$ cat config.mk
export PLATFORM = sky130hd
export DESIGN_NAME = serial_subtractor
export DESIGN_NICKNAME = d
export VERILOG_FILES = /design/src/rtl/arith_pkg.sv /design/src/rtl/full_subtractor.sv /design/src/rtl/serial_subtractor.sv
export SDC_FILE = /design/constraint.sdc
export NUM_CORES = 1
export LEC_CHECK = 0
export ABC_AREA = 1
export ABC_CLOCK_PERIOD_IN_PS = 3530
export CORE_MARGIN = 2
export CORE_UTILIZATION = 30
export DETAILED_ROUTE_END_ITERATION = 7
export PLACE_DENSITY = 0.53
export SYNTH_ARGS = -nofsm -noshare
export SYNTH_HDL_FRONTEND = slang
export SYNTH_SLANG_ARGS = --single-unit
$ cat constraint.sdc
create_clock -name clk -period 3.53 [get_ports clk]
set_input_delay 0.706 -clock clk [delete_from_list [all_inputs] [get_ports clk]]
set_output_delay 0.706 -clock clk [all_outputs]
set_load 0.02 [all_outputs]
$ cat src/rtl/arith_pkg.sv
// Shared arithmetic-lab definitions: serial FSM state encoding and counter sizing.
package arith_pkg;

  localparam int STATE_W = 2;

  typedef enum logic [STATE_W-1:0] {
    ST_IDLE  = 2'd0,
    ST_SHIFT = 2'd1,
    ST_DONE  = 2'd2
  } state_e;

  // Counter must be able to hold WIDTH itself, hence the +1.
  function automatic int cnt_width(input int width);
    return $clog2(width + 1);
  endfunction

endpackage

$ cat src/rtl/full_subtractor.sv
// One-bit full subtractor: d = a - b - bin, with borrow out.
module full_subtractor (
  input  logic a,
  input  logic b,
  input  logic bin,
  output logic d,
  output logic bout
);

  assign d    = a ^ b ^ bin;
  assign bout = (~a & b) | (~(a ^ b) & bin);

endmodule

$ cat src/rtl/serial_subtractor.sv
// Bit-serial unsigned subtractor (in_1 - in_2 - b_in), LSB first, one bit per clock.
// start/done handshake; a single full_subtractor cell is reused WIDTH times.
module serial_subtractor
  import arith_pkg::*;
#(
  parameter int WIDTH = 4
) (
  input  logic             clk,
  input  logic             rst,
  input  logic             start,
  input  logic [WIDTH-1:0] in_1,
  input  logic [WIDTH-1:0] in_2,
  input  logic             b_in,
  output logic             busy,
  output logic             done,
  output logic [WIDTH-1:0] diff,
  output logic             b_out
);

  localparam int                CNT_W    = cnt_width(WIDTH);
  localparam logic [CNT_W-1:0]  LAST_BIT = CNT_W'(WIDTH - 1);

  state_e             state_q, state_d;
  logic [CNT_W-1:0]   cnt_q, cnt_d;
  logic [WIDTH-1:0]   a_q, a_d;
  logic [WIDTH-1:0]   b_q, b_d;
  logic [WIDTH-1:0]   res_q, res_d;
  logic               bor_q, bor_d;
  logic [WIDTH-1:0]   diff_q, diff_d;
  logic               bout_q, bout_d;

  logic               fs_d;
  logic               fs_bout;
  logic [WIDTH-1:0]   res_shifted;

  full_subtractor u_fs (
    .a    (a_q[0]),
    .b    (b_q[0]),
    .bin  (bor_q),
    .d    (fs_d),
    .bout (fs_bout)
  );

  // Difference bits enter at the MSB so the first (LSB) bit lands in bit 0 after WIDTH shifts.
  assign res_shifted = {fs_d, res_q[WIDTH-1:1]};

  always_comb begin
    state_d = state_q;
    cnt_d   = cnt_q;
    a_d     = a_q;
    b_d     = b_q;
    res_d   = res_q;
    bor_d   = bor_q;
    diff_d  = diff_q;
    bout_d  = bout_q;

    case (state_q)
      ST_IDLE: begin
        if (start) begin
          a_d     = in_1;
          b_d     = in_2;
          bor_d   = b_in;
          res_d   = '0;
          cnt_d   = '0;
          state_d = ST_SHIFT;
        end
      end

      ST_SHIFT: begin
        a_d   = {1'b0, a_q[WIDTH-1:1]};
        b_d   = {1'b0, b_q[WIDTH-1:1]};
        res_d = res_shifted;
        bor_d = fs_bout;
        cnt_d = cnt_q + 1'b1;
        if (cnt_q == LAST_BIT) begin
          // Visible result is only updated here, so diff/b_out hold steady otherwise.
          diff_d  = res_shifted;
          bout_d  = fs_bout;
          state_d = ST_DONE;
        end
      end

      ST_DONE: begin
        if (start) begin
          a_d     = in_1;
          b_d     = in_2;
          bor_d   = b_in;
          res_d   = '0;
          cnt_d   = '0;
          state_d = ST_SHIFT;
        end else begin
          state_d = ST_IDLE;
        end
      end

      default: state_d = ST_IDLE;
    endcase
  end

  always_ff @(posedge clk or posedge rst) begin
    if (rst) begin
      state_q <= ST_IDLE;
      cnt_q   <= '0;
      a_q     <= '0;
      b_q     <= '0;
      res_q   <= '0;
      bor_q   <= 1'b0;
      diff_q  <= '0;
      bout_q  <= 1'b0;
    end else begin
      state_q <= state_d;
      cnt_q   <= cnt_d;
      a_q     <= a_d;
      b_q     <= b_d;
      res_q   <= res_d;
      bor_q   <= bor_d;
      diff_q  <= diff_d;
      bout_q  <= bout_d;
    end
  end

  assign busy  = (state_q == ST_SHIFT);
  assign done  = (state_q == ST_DONE);
  assign diff  = diff_q;
  assign b_out = bout_q;

endmodule

==> impl_metrics.tcl, run 1 <==
set metrics [dict create \
    yosysTopAreaCell "dfrtp_1" \
    cts.path.max_buffers 2 \
    ios 19 \
    initial_utilization_pct 31.4 \
    ys_seq_area_share_pct 52.5 \
    place_ws_ns 1.17 \
    cp_data_arrival_time_ns 2.00 \
    synth_ff_type "dfrtp_1" \
    fmax_mhz 370 \
    grt_pass1_vias 861 \
    hold_buffers 0 \
    cts_setup_buffers 0 \
    synth-seq-cells 22 \
    seqCellArea_sq_um 551 \
    post_synth_mux_area_share_pct 0 \
    drive_gt1_share_pct 7.48 \
    wl_mm 2.05 \
    area_delta_synth_final_pct 23.6 \
    rows 21 \
    die_area_sq_mm 0.00398 \
    nFillCells 365 \
    cts_root_buf "clkbuf_4" \
    synth_area_sq_mm 0.00105 \
    wire_per_inst_um 10.6 \
    num_vias 870 \
    synth_top_family_by_area "simple AND/OR/NAND/NOR gates" \
    ys_types 14 \
    netlist_instances 128 \
    postRouteAntennaNets 0 \
    leakage_nw 0.703 \
    async_reset_ff_share_pct 100 \
    grt_pass1_wl_mm 3.66 \
    status "complete, no violations" \
    worst_slew_pin_slew_ns 0.842 \
    dpl.hpwl_mm 1.46 \
    first_iter_violations 41 \
    slowest_stage "clkdlybuf4s50_1" \
    synth-xor-area-share_pct 0 \
    power_mw 1.11 \
    drv_cap 0 \
    netlist.area_leader.share_pct 52.5 \
    post_cts_resized 0 \
    die_h_um 63.1 \
    slew-limit-headroom_pct 43.8 \
    cp_cell_sequence "inv_2 -> nor2_2 -> buf_4 -> clkdlybuf4s50_1" \
    portBuffers 18 \
    hold_viol 0 \
    synth_simple_gate_area_share_pct 35.6 \
    cp-start-kind "register" \
    numCtsBuffers 3 \
    synth-compound-area-share_pct 0.477 \
    irDropWorstVdd_v 0.000341 \
    clkSinkCount 22 \
    antenna_cells_inserted 0 \
    nNetsFinal 163 \
    netlist_top_cells_area "dfrtp_1, nand2_1, nand3_1" \
    maxSlewViolCount 0 \
    grt_max_degree 23 \
    core_sq_mm 0.00334 \
    fp.dieW_um 63.1 \
    synth-edff-count 0 \
    setup_tns_ns 0 \
    path_clk_slew_ns 0.13 \
    period_share_pct 76.6 \
    grt_overflow 0 \
    rsz0062_at_grt "false" \
    clock_latency_ns 0.31 \
    track_usage_pct 11.6 \
    synth_area_per_cell_sq_um 8.19 \
    hold_class "register to register" \
    via_per_inst 4.51 \
    route.detailed.drc 0 \
    crit_required_ns 2.82 \
    cts_tree "built" \
    p_per_area_mw_per_mm2 859 \
    worstPathMaxFanout 12 \
    syn-num-nets 143 \
    routabilityCongestion 0.820 \
    skew_ns 0.00716 \
    worstSetupPathType "register to output port" \
    synth_commonest_cells "nand2_1, dfrtp_1, nand3_1, inv_1, buf_4" \
    fin_ws_ns 0.826 \
    synth.most_common_cell "nand2_1" \
    ys_warn_count 0 \
    setup_viol 0 \
    dr.pass1.iters 4 \
    synth-adder-area-share_pct 4.30 \
    cp-end-kind "output port" \
    multi_input_area_sq_um 423 \
    grt_antenna_before_repair 0 \
    cpPeakStageDelay_ns 0.62 \
    finalCriticalPeriod_ns 2.70 \
    h-tree-depth 1 \
]
registers in the layout (all words and copies together) (netlist names):
name,count
bor_q,1
diff,4
b_q,4
a_q,4
res_q,3
state_q,2
cnt_q,3
b_out,1
kinds of logic (layout without fill, tap and decap cells):
group	Yosys count	in the layout
AOI/OAI and AO/OA	1	1
DFF	22	22
adders and majority gates	3	3
buffers and inverters	15	34
and+or+nand+nor	87	87
final cells by class:
cell class / count / area share [%]
inverters: 11 / 3.19
well taps: 46 / 4.44
repair buffers: 19 / 14.5
clock buffers: 4 / 2.80
flip-flops and latches: 22 / 42.5
multi-input cells: 91 / 32.6
power breakdown:
| group | switching, mW | total (mW) | internal (mW) | leakage [nW] |
|---|---|---|---|---|
| Clock | 0.0784 | 0.141 | 0.0630 | 0.0210 |
| Sequential | 0.0797 | 0.443 | 0.363 | 0.279 |
| Combinational | 0.319 | 0.529 | 0.211 | 0.403 |
| Total | 0.477 | 1.11 | 0.636 | 0.703 |
cells in the final DEF (no fill, tap or decap), drive strengths merged:
master / Yosys / final
inv: 11 / 11
buf: 4 / 1
o21ai: 1 / 1
clkbuf: 0 / 4
ha: 2 / 2
clkdlybuf4s50: 0 / 18
nand3: 21 / 21
fa: 1 / 1
dfrtp: 22 / 22
nand2: 64 / 64
nor2: 2 / 2
final timing paths:
kind,from,end,slack [ns],cells after the start
max,state_q[0],busy,0.83,4
min,diff[0],diff[0],0.49,2
max reg2reg,cnt_q[0],b_out,2.13,5
min reg2reg,diff[0],diff[0],0.49,2
max in group asynchronous,rst,a_q[2],2.16,2
min in group asynchronous,rst,b_out,0.85,2
per-layer routing:
metal  global-route usage (%)  part of all wire (%)
met5                        0                     0
met4                     1.94                  0.34
met3                     4.11                   6.9
met2                     19.7                    45
met1                     14.3                    47
critical path: cells and delay by family (launching register included):
kind                   cells  cell delay (ns)
DFF                        1             0.60
and+or+nand+nor            1             0.12
buffers and inverters      3             0.98
metrics by stage:
step                instances  utilization (%)  area, sq um  hold WS, ns
floorplan                 128                -         1050        0.469
global placement          189             37.8         1260        0.466
detailed placement        189             37.8         1260        0.466
CTS                       193             38.8         1300        0.499
global route              193             38.8         1300        0.533
finish                    193             38.8         1300        0.492
Power figures use the tool's default switching activity.
==> run 2: changes to the inputs <==
Settings changed: ABC_CLOCK_PERIOD_IN_PS 3530 to 2300, PLACE_DENSITY 0.53 to 0.54.
Clock period 3.53 ns to 2.3 ns, I/O delays scaled along.
==> run 2 against run 1 <==
Non-clock buffer count grew 2. First-iteration DRC count grew 61%. Sequential power grew 47%. Clock skew shrank 0.00066 ns. Power grew 54%. Global-route usage shrank 0.054 points. Via count shrank 0.80%. Highest routed layer unchanged.
==> impl_metrics.tcl, run 2 (same netlist as run 1, synthesis figures left out) <==
set metrics [dict create \
    worst_slew_pin_slew_ns 0.294 \
    p_per_area_mw_per_mm2 1310 \
    ff2ff_setup_slack_ns 0.93 \
    cp-start-kind "register" \
    clock_latency_ns 0.30 \
    worstSetupPathType "register to output port" \
    drv_cap 0 \
    dpl.hpwl_mm 1.44 \
    path_clk_slew_ns 0.13 \
    rows 21 \
    fmax_mhz 482 \
    final_common_cell "nand2_1" \
    nNetsFinal 165 \
    grt_antenna_before_repair 0 \
    dpl_cell_area_sq_mm 0.00127 \
    grt_max_degree 23 \
    dr.pass1.iters 4 \
    cts_root_buf "clkbuf_4" \
    final_cell_mix "nand2_1, dfrtp_1, nand3_1, clkdlybuf4s50_1, inv_1" \
    leakage_nw 0.712 \
    crit_required_ns 1.84 \
    first_iter_violations 66 \
    status "complete, no violations" \
    drive_gt1_share_pct 8.72 \
    cts_setup_buffers 0 \
    antenna_cells_inserted 0 \
    postRouteAntennaNets 0 \
    irDropWorstVdd_v 0.000420 \
    worst-r2r-cell-count 5 \
    track_usage_pct 11.5 \
    slew-limit-headroom_pct 80.4 \
    route.detailed.drc 0 \
    numCtsBuffers 3 \
    dp.cells 191 \
    rsz0062_at_grt "false" \
    wl_mm 2.05 \
    die_h_um 63.1 \
    setup_tns_ns 0 \
    cts.path.max_buffers 2 \
    routabilityCongestion 0.840 \
    ios 19 \
    stdcell_area_sq_mm 0.00131 \
    hold_viol 0 \
    skew_ns 0.00651 \
    period_share_pct 90.3 \
    grt_overflow 0 \
    setup_viol 0 \
    r2r_start "cnt_q[0]" \
    nFillCells 354 \
    fin_cells 195 \
    rr_endpoint "b_out" \
    post_cts_resized 0 \
    worstPathMaxFanout 10 \
    cp_data_arrival_time_ns 1.62 \
    core_sq_mm 0.00334 \
    wire_per_inst_um 10.5 \
    hold_buffers 0 \
    via_per_inst 4.43 \
    cts_tree "built" \
    fp.dieW_um 63.1 \
    h-tree-depth 1 \
    clkSinkCount 22 \
    num_vias 863 \
    initial_utilization_pct 31.4 \
    finalCriticalPeriod_ns 2.08 \
    maxSlewViolCount 0 \
    whs_ns 0.470 \
    area_delta_synth_final_pct 25.1 \
    die_area_sq_mm 0.00398 \
    cp-end-kind "output port" \
    grt_pass1_wl_mm 3.63 \
    hold_class "input pin to async pin" \
    portBuffers 18 \
    grt_pass1_vias 831 \
]
-- run 2: cell count changes in the layout (fill, tap and decap cells not counted) --
cell / change
buf_4: +2
-- run 2: power breakdown --
| part | leakage, nW | switching, mW | total [mW] | internal [mW] |
|---|---|---|---|---|
| Sequential | 0.279 | 0.0936 | 0.651 | 0.557 |
| Combinational | 0.413 | 0.517 | 0.852 | 0.335 |
| Clock | 0.0210 | 0.118 | 0.215 | 0.0965 |
-- run 2: critical path, cell delays in order (launching register included) --
cell and delay, ns:
dfrtp_1 0.41, buf_4 0.18, nor2_1 0.12, clkdlybuf4s50_1 0.61
-- run 2: through the flow --
step	total power [mW]	util (%)	setup WS [ns]
6_report	1.72	39.3	0.224
4_1_cts	1.75	39.3	0.182
3_3_place_gp	1.51	38.2	0.558
3_5_place_dp	1.52	38.2	0.549
5_1_grt	1.89	39.3	0.105
2_1_floorplan	1.29	-	1.00
-- run 2: layer usage --
| layer | part of all wire, % | vias up | global-route usage [%] |
|---|---|---|---|
| li1 | - | 441 | - |
| met1 | 48 | 393 | 13.5 |
| met2 | 46 | 27 | 19.5 |
| met3 | 5.2 | 2 | 4.82 |
| met4 | 0.59 | 0 | 2.78 |
| met5 | 0 | - | 0 |
-- run 2: how the worst max path moves through the flow --
stage          cells past startpoint  endpoint  slack [ns]  startpoint
5_1_grt                            3      done        0.10  state_q[0]
4_1_cts                            3      done        0.18  state_q[0]
6_report                           3      done        0.22  state_q[0]
2_1_floorplan                      2      done        1.00  state_q[0]
3_3_place_gp                       3      done        0.56  state_q[0]
3_5_place_dp                       3      done        0.55  state_q[0]
-- run 2: layout make-up --
class	instances	area, sq um	share of cell area, %
sequential	22	551	42.0
timing repair buffer	21	203	15.5
multi-input combinational	91	423	32.3
clock buffer	4	36.3	2.77
tap	46	57.6	4.39
inverter	11	41.3	3.15
